$ cat src/rtl/pk_stream_packer.sv
// rtl/pk_stream_packer.sv - serializes rho || polyt1_pack(t1[0..K-1]) as a byte stream
// t1 is fetched four coefficients at a time from a synchronous memory and emitted as five bytes.
module pk_stream_packer #(
  parameter int K      = 6,
  parameter int N      = 256,
  parameter int ADDR_W = 11
) (
  input  logic              clk,
  input  logic              rst_n,
  input  logic              start,
  input  logic [255:0]      rho,
  output logic              busy,
  output logic              done,
  output logic              t1_rd_en,
  output logic [ADDR_W-1:0] t1_rd_addr,
  input  logic [31:0]       t1_rd_data,
  output logic [7:0]        pk_byte,
  output logic              pk_valid,
  input  logic              pk_ready,
  output logic              pk_last
);

  localparam int NGROUPS = K * N / 4;
  localparam int GW      = $clog2(NGROUPS);
  localparam logic [GW-1:0] G_LAST = GW'(NGROUPS - 1);

  localparam logic [1:0] S_IDLE  = 2'd0;
  localparam logic [1:0] S_RHO   = 2'd1;
  localparam logic [1:0] S_FETCH = 2'd2;
  localparam logic [1:0] S_EMIT  = 2'd3;

  logic [1:0]    state;
  logic [255:0]  rho_q;
  logic [4:0]    cnt;
  logic [GW-1:0] g;
  logic [2:0]    e;
  logic [2:0]    f;
  logic [9:0]    a0, a1, a2, a3;

  logic [4:0]    cnt_nxt;
  logic [2:0]    e_nxt;
  logic [GW-1:0] g_nxt;
  logic [7:0]    emit_nxt;
  logic [9:0]    rd_coeff;
  logic          unused_rd_bits;

  assign cnt_nxt        = cnt + 5'd1;
  assign e_nxt          = e + 3'd1;
  assign g_nxt          = g + GW'(1);
  assign rd_coeff       = t1_rd_data[9:0];
  assign unused_rd_bits = ^t1_rd_data[31:10];

  // Byte e of a group: four 10-bit coefficients laid out LSB-first over 40 bits.
  always_comb begin
    emit_nxt = 8'h00;
    case (e_nxt)
      3'd0:    emit_nxt = a0[7:0];
      3'd1:    emit_nxt = {a1[5:0], a0[9:8]};
      3'd2:    emit_nxt = {a2[3:0], a1[9:6]};
      3'd3:    emit_nxt = {a3[1:0], a2[9:4]};
      3'd4:    emit_nxt = a3[9:2];
      default: emit_nxt = 8'h00;
    endcase
  end

  always_ff @(posedge clk or negedge rst_n) begin
    if (!rst_n) begin
      state      <= S_IDLE;
      rho_q      <= '0;
      cnt        <= '0;
      g          <= '0;
      e          <= '0;
      f          <= '0;
      a0         <= '0;
      a1         <= '0;
      a2         <= '0;
      a3         <= '0;
      busy       <= 1'b0;
      done       <= 1'b0;
      t1_rd_en   <= 1'b0;
      t1_rd_addr <= '0;
      pk_byte    <= 8'h00;
      pk_valid   <= 1'b0;
      pk_last    <= 1'b0;
    end else begin
      done <= 1'b0;
      case (state)
        S_IDLE: begin
          if (start) begin
            rho_q    <= rho;
            cnt      <= '0;
            g        <= '0;
            state    <= S_RHO;
            busy     <= 1'b1;
            pk_valid <= 1'b1;
            pk_byte  <= rho[7:0];
            pk_last  <= 1'b0;
          end
        end
        S_RHO: begin
          if (pk_ready) begin
            if (cnt == 5'd31) begin
              state      <= S_FETCH;
              f          <= '0;
              pk_valid   <= 1'b0;
              t1_rd_en   <= 1'b1;
              t1_rd_addr <= '0;
            end else begin
              cnt     <= cnt_nxt;
              pk_byte <= rho_q[{cnt_nxt, 3'b000} +: 8];
            end
          end
        end
        S_FETCH: begin
          // Read data lags the strobe by one cycle, so captures trail addresses by one.
          f <= f + 3'd1;
          case (f)
            3'd0: t1_rd_addr <= t1_rd_addr + ADDR_W'(1);
            3'd1: begin
              a0         <= rd_coeff;
              t1_rd_addr <= t1_rd_addr + ADDR_W'(1);
            end
            3'd2: begin
              a1         <= rd_coeff;
              t1_rd_addr <= t1_rd_addr + ADDR_W'(1);
            end
            3'd3: begin
              a2       <= rd_coeff;
              t1_rd_en <= 1'b0;
            end
            default: begin
              a3       <= rd_coeff;
              state    <= S_EMIT;
              e        <= '0;
              pk_valid <= 1'b1;
              pk_byte  <= a0[7:0];
              pk_last  <= 1'b0;
            end
          endcase
        end
        default: begin
          if (pk_ready) begin
            if (e == 3'd4) begin
              pk_valid <= 1'b0;
              pk_last  <= 1'b0;
              if (g == G_LAST) begin
                state <= S_IDLE;
                busy  <= 1'b0;
                done  <= 1'b1;
              end else begin
                g          <= g_nxt;
                state      <= S_FETCH;
                f          <= '0;
                t1_rd_en   <= 1'b1;
                t1_rd_addr <= ADDR_W'({g_nxt, 2'b00});
              end
            end else begin
              e       <= e_nxt;
              pk_byte <= emit_nxt;
              pk_last <= (g == G_LAST) && (e == 3'd3);
            end
          end
        end
      endcase
    end
  end

endmodule

$ cat config.mk
export PLATFORM = sky130hd
export DESIGN_NAME = pk_stream_packer
export DESIGN_NICKNAME = d
export VERILOG_FILES = /design/src/rtl/pk_stream_packer.sv
export SDC_FILE = /design/constraint.sdc
export NUM_CORES = 1
export LEC_CHECK = 0
export ABC_AREA = 1
export CAP_MARGIN = 15
export CORE_AREA = 2 2 269 218
export DETAILED_ROUTE_END_ITERATION = 10
export DIE_AREA = 0 0 271 220
export HOLD_SLACK_MARGIN = 0.1
export PLACE_DENSITY = 0.59
export SETUP_SLACK_MARGIN = 0.05
export SLEW_MARGIN = 0
export SYNTH_ARGS = -nofsm -noshare
export SYNTH_HDL_FRONTEND = slang
export SYNTH_SLANG_ARGS = --single-unit
$ cat constraint.sdc
create_clock -name clk -period 2.99 [get_ports clk]
set_input_delay 0.4485 -clock clk [delete_from_list [all_inputs] [get_ports clk]]
set_output_delay 0.4485 -clock clk [all_outputs]
set_load 0.02 [all_outputs]
==> run summary, run 1 <==
outcome: complete, no violations
Area growth syn-to-layout: 31.01%
hold bufs inserted after CTS: 1
gr usage total: 18.59%
Min Clock Period, post-route: 2.518 ns
WS Path Type: reg -> reg
crit path DAT: 2.98 ns
ys flop type: dfrtp_1
Yosys cell types: 38
slowest cell on the critical path: ha_1
Via density: 4.663
first-pass GRT wire length: 86.56 mm
Mapped Cells: 2250
drt first pass iters: 6
Die Wd: 271 microns
Final period util: 84.22%
die area: 59620 sq um
Worst Setup Start Kind: flop
core area: 57230 sq um
CP endpoint kind: flop
final hold vios: 0
syn nets: 2563
final max-slew violation count: 0
worst slew pin tran: 0.7626 ns
post-route ant nets: 0
Port Buffers: 293
DP HPWL: 39.75 mm
cell taking the most area after synthesis: dfrtp_1
H-Tree Level Count: 2
#FFs+latches synth: 342
Initial Util: 29.60%
CTS Buffer Depth: 3
Power Density: 1063 nW/um^2
Hold Path Class: in -> reg
max-cap viol count: 0
clock skew: 0.01120 ns
met1 WL: 25.94 mm
Post-synth EDFFs: 0
highest routed layer: met4
initial antenna violation count: 1
Post-CTS Setup Inserts: 0
Synth Warn #: 0
setup total negative slack: 0 ns
total CTS buffers: 41
register area share after synthesis: 50.52%
Clock Latency Late Sink: 0.55 ns
Leak: 10.41 nW
Crit Path Max Fanout: 14
async set or reset register ratio after synthesis: 100.0%
Ports: 316
CTS root buffer: clkbuf_16
RSZ-0062 raised after global routing: false
largest stage delay on the critical path: 0.46 ns
critical path required time: 3.45 ns
# fillers: 5758
fin nets: 2809
CP Cell Sequence: inv_1 -> ha_1 -> nand2_1 -> inv_1 -> nand2_1 -> nand3_1 -> nand3_2 -> inv_2 -> nor2_1 -> a31oi_1
routed vias: 15370
FMAX: 397.1 MHz
layout cells sized above 1: 4.909%
residual DRC count: 0
Die H: 220 microns
routed length per instance: 16.88 microns
routed wl met3: 3.177 mm
post-cts sizing count: 0
Fin Hold WS: 0.4368 ns
Synth area leaders: dfrtp_1, nand2_1, o21ai_0
Placer Congestion: 0.8547
DR iter-0 viols: 1363
CTS tree: done
Cell Area, Synth: 16940 sq um
worst IR drop on VDD: 491.2 uV
Sink Count: 342
Reg clk slew, reported paths: 0.06 ns
Slew HR: 49.16%
Setup violations, final: 0
Congestion Overflow GR: 0
total chip power: 0.02359 W
vias in the first global route: 15460
Rows: 79
largest net degree at the start of global routing: 106
DR WL met2: 25.02 mm
Post-Route WL: 55.64 mm
final core occ: 38.77%
Syn Area/Cell: 7.528 sq um
Yosys top cell area share: 50.52%
[metrics by stage]
stage,worst slack [ns],instances,area [sq um]
3_3_place_gp,0.6306,3221,20750
6_report,0.4719,3296,22190
4_1_cts,0.5564,3295,22190
2_1_floorplan,1.044,2250,16940
3_5_place_dp,0.6041,3221,20750
5_1_grt,0.3220,3295,22190
[cell families after synthesis]
family	share of synthesized area, %
and+or+nand+nor	26.02
adders and majority gates	1.551
xor gates and xnor gates	0.5540
AOI/OAI and AO/OA	11.46
buffers and inverters	9.891
DFF	50.52
[synthesized netlist by cell type, types with 3 or more instances]
cell type  instances
inv_2              3
o22ai_1           14
ha_1              21
o21ai_1            5
xor2_1             6
dfrtp_1          342
o211ai_1           6
a31oi_1            8
nor2_1           101
inv_1            292
nand3_1          250
buf_2             49
buf_1              5
a21oi_1           24
o21ai_0          304
nand2_1          714
nor3_1             8
clkbuf_1          72
[final timing paths]
path / start / slack (ns) / end / cells past startpoint
worst max-delay path: e[0] / 0.47 / t1_rd_addr[8] / 10
worst min-delay path: rho[222] / 0.44 / rho_q[222] / 3
worst max register to register: e[0] / 0.47 / t1_rd_addr[8] / 10
worst min register to register: rho_q[237] / 0.48 / rho_q[237] / 2
max in group asynchronous: rst_n / 1.61 / a2[7] / 3
min in group asynchronous: rst_n / 0.47 / rho_q[104] / 2
[registers in the layout (all words and copies together), names as in the netlist]
name / count
state: 2
a0: 10
e: 3
t1_rd_en: 1
busy: 1
t1_rd_addr: 11
pk_byte: 8
a2: 10
g: 9
rho_q: 256
f: 3
pk_last: 1
cnt: 5
a1: 10
done: 1
a3: 10
pk_valid: 1
[cells in the final DEF (no fill, tap or decap), types with 2 or more instances in the layout]
cell type	instances
o31ai_1	2
nand3_2	2
xor2_2	2
inv_2	4
inv_1	290
o2111a_1	2
clkinv_2	6
o211ai_1	6
buf_12	11
bufinv_16	4
nand3_1	250
nor2_1	101
dfrtp_1	341
nor3_1	8
o21ai_1	5
clkbuf_1	7
clkbuf_8	11
ha_1	20
nand2_1	713
clkdlybuf4s50_1	292
a21oi_1	24
buf_4	27
o21ai_0	304
a31oi_1	8
clkbuf_16	43
xor2_1	5
o22ai_1	14
[per-layer routing]
metal / vias up / track usage (%)
met4: 0 / 5.543
met1: 7264 / 25.80
met2: 448 / 29.80
met3: 90 / 3.095
li1: 7568 / -
met5: - / 0
[power breakdown]
part	switching (W)	internal, W
logic	0.00702	0.00360
registers	0.000926	0.00680
clock network	0.00201	0.00324
[critical path, delay by kind of cell (launching register included)]
| family | cells | cell delay [ns] |
|---|---|---|
| adders and majority gates | 1 | 0.46 |
| AOI/OAI and AO/OA | 1 | 0.18 |
| and+or+nand+nor | 5 | 0.81 |
| DFF | 1 | 0.41 |
| buffers and inverters | 3 | 0.55 |
[area by class of cell]
type	count	area (sq um)	share of cell area, %
diodes	1	2.502	0.01128
well taps	769	962.2	4.336
clock inverters	12	170.2	0.7668
clock buffers	61	1254	5.650
flip-flops and latches	342	8562	38.58
repair buffers	332	3371	15.19
inverters	297	1124	5.063
multi-input cells	1482	6746	30.40
Power figures use the tool's default switching activity.
==> run 2, diff against run 1 <==
==> constraint.sdc (replaced) <==
create_clock -name clk -period 2.5 [get_ports clk]
set_input_delay 0.375 -clock clk [delete_from_list [all_inputs] [get_ports clk]]
set_output_delay 0.375 -clock clk [all_outputs]
set_load 0.02 [all_outputs]
==> run 2 against run 1 <==
Clock skew grew 0.013 ns; wire length is 1.0% lower; register-to-register slack got worse by 0.26 ns; global-route usage is essentially flat; first-iteration DRC count down 13%; sequential share of layout area is 0.21 points lower; combinational power is 20% higher; power grew 20%; critical path type unchanged.
==> run summary, run 2 (same netlist as run 1, synthesis figures left out) <==
post-route ant nets: 0 (unchanged)
commonest non-fill, non-tap cell in the layout: nand2_1
Power Density: 1265 nW/um^2 (+19%)
CTS root buffer: clkbuf_16
core area: 57230 sq um (unchanged)
worst IR drop on VDD: 703.5 uV (+43%)
Die Wd: 271 microns (unchanged)
Switching Power: 0.01181 W (+19%)
Min Clock Period, post-route: 2.284 ns (-0.2344 ns)
Antenna Cells: 0 (-1)
final worst slack: 0.2162 ns (-0.2556 ns)
Hold Path Class: in -> reg
critical path required time: 2.97 ns (-0.48 ns)
Crit Path Max Fanout: 42 (+28)
Leak: 10.48 nW (+0.66%)
switching part of the total: 41.84% (-0.36 points)
worst hold path cell count: 3 (unchanged)
Clk network pwr share: 22.2% (about the same)
slowest cell on the critical path: dfrtp_4
Post-CTS Setup Inserts: 0 (unchanged)
Congestion Overflow GR: 0 (unchanged)
Setup violations, final: 0 (unchanged)
first-pass GRT wire length: 86.91 mm (+0.40%)
Rows: 79 (unchanged)
max-cap viol count: 0 (unchanged)
routed length per instance: 16.65 microns (-1.4%)
clock skew: 0.02408 ns (+0.01288 ns)
final core occ: 38.99% (+0.21 points)
WP depth: 12 (+2)
Worst Setup Start Kind: flop
largest stage delay on the critical path: 0.48 ns (+0.02 ns)
Port Buffers: 293 (unchanged)
RSZ-0062 raised after global routing: true
gr usage total: 18.62% (+0.027 points)
CP endpoint kind: flop
Ports: 316 (unchanged)
final instance area: 22310 sq um (+0.55%)
CTS tree: done
Fin Hold WS: 0.3684 ns (-0.06844 ns)
CTS Buffer Depth: 3 (unchanged)
Top Registers: rho_q x256, t1_rd_addr x11
fin nets: 2822 (+0.46%)
WS Path Type: reg -> reg
largest delay contributor family on the critical path: simple AND/OR/NAND/NOR gates
vias in the first global route: 15470 (+0.084%)
final hold vios: 0 (unchanged)
largest net degree at the start of global routing: 78 (-26%)
Post-Route WL: 55.06 mm (-1.0%)
CP Buf/Inv Count: 2 (-1)
Die H: 220 microns (unchanged)
initial antenna violation count: 0 (-1)
Sink Count: 342 (unchanged)
DR iter-0 viols: 1187 (-13%)
DP HPWL: 39.97 mm (+0.56%)
worst slew pin tran: 0.7958 ns (+0.03325 ns)
final max-slew violation count: 0 (unchanged)
Reg clk slew, reported paths: 0.06 ns (about the same)
layout cells sized above 1: 5.514% (+0.61 points)
crit path DAT: 2.76 ns (-0.22 ns)
FF-to-FF path depth: 12 (+2)
drt first pass iters: 5 (-1)
residual DRC count: 0 (unchanged)
die area: 59620 sq um (unchanged)
Initial Util: 29.60% (unchanged)
CP Cell Sequence: buf_4 -> buf_4 -> nor2_1 -> nor2_1 -> nand2_1 -> nand3_1 -> nand3_1 -> nand2_1 -> nand2_1 -> nand3_1 -> nand2_1 -> a21oi_1
Largest register FFs: 256 (unchanged)
combinational share of power: 45.2% (+0.2 points)
routed vias: 15440 (+0.42%)
Setup WS pre-CTS: 0.1596 ns (-0.4445 ns)
Area growth syn-to-layout: 31.73%
Slew HR: 46.95% (-2.2 points)
Clock Latency Late Sink: 0.56 ns (about the same)
Reg with most FFs: rho_q
internal power: 0.01642 W (+20%)
FMAX: 437.9 MHz (+10%)
setup total negative slack: 0 ns (unchanged)
outcome: complete, no violations
total CTS buffers: 41 (unchanged)
commonest cells after routing, fill and taps aside: nand2_1, dfrtp_1, o21ai_0
placed instance area: 20880 sq um (+0.59%)
Final period util: 91.35% (+7.1 points)
most repeated library cell on the critical path: nand2_1
Placer Congestion: 0.8603 (+0.66%)
Sequential Power Share: 32.7% (about the same)
Via density: 4.666 (about the same)
H-Tree Level Count: 2 (unchanged)
[run 2: cell types whose count changed in the layout (fill, tap and decap cells not counted), sizes merged]
cell / before / now
clkbuf: 61 / 55
inv: 296 / 300
clkinv: 8 / 9
bufinv: 4 / 5
diode: 1 / 0
buf: 39 / 52
[run 2: worst paths after layout]
check / start / to / slack [ns]
setup / recovery: cnt[0] / pk_byte[5] / 0.22
hold / removal: rho[206] / rho_q[206] / 0.37
setup reg to reg: cnt[0] / pk_byte[5] / 0.22
hold reg to reg: rho_q[200] / rho_q[200] / 0.48
max in group asynchronous: rst_n / rho_q[180] / 1.25
min in group asynchronous: rst_n / rho_q[117] / 0.39
[run 2: cell type report]
type	count	area, sq um
clock buffer	55	1169
clock inverter	18	239.0
sequential	342	8562
tap	769	962.2
multi-input combinational	1482	6760
fill	5756	34920
timing repair buffer	345	3493
inverter	297	1129
[run 2: through the flow]
step                cells  power (W)
detailed placement   3234    0.02210
global placement     3234    0.02185
floorplan            2250    0.01742
finish               3308    0.02823
global route         3308    0.03066
CTS                  3308    0.02852
[run 2: per-layer routing]
metal	GRT usage, %	wire [microns]	vias up
met1	25.66	25490	7342
met5	0	0	-
met4	6.151	1608	0
met2	30.19	25180	420
met3	2.561	2787	79
li1	-	-	7594
[run 2: what timing repair did]
| item | in CTS | in global routing |
|---|---|---|
| gates resized for setup | 0 | 4 |
| endpoints found under the hold margin | 59 | 0 |
| hold buffers | 1 | 0 |
| setup endpoints to repair | 0 | 12 |
[run 2: power groups by stage]
stage          Sequential [W]  Clock (W)  Combinational (W)
4_1_cts               0.00923    0.00642             0.0129
6_report              0.00922    0.00626             0.0127
5_1_grt               0.00949    0.00665             0.0145
2_1_floorplan         0.00915          0            0.00827
3_5_place_dp          0.00931          0             0.0128
3_3_place_gp          0.00925          0             0.0126
[run 2: worst reg2reg max path: stages (launching register included)]
cell	delay, ns
dfrtp_4	0.48
buf_4	0.42
buf_4	0.37
nor2_1	0.08
nor2_1	0.09
nand2_1	0.05
nand3_1	0.11
nand3_1	0.08
nand2_1	0.13
nand2_1	0.12
nand3_1	0.08
nand2_1	0.06
a21oi_1	0.14
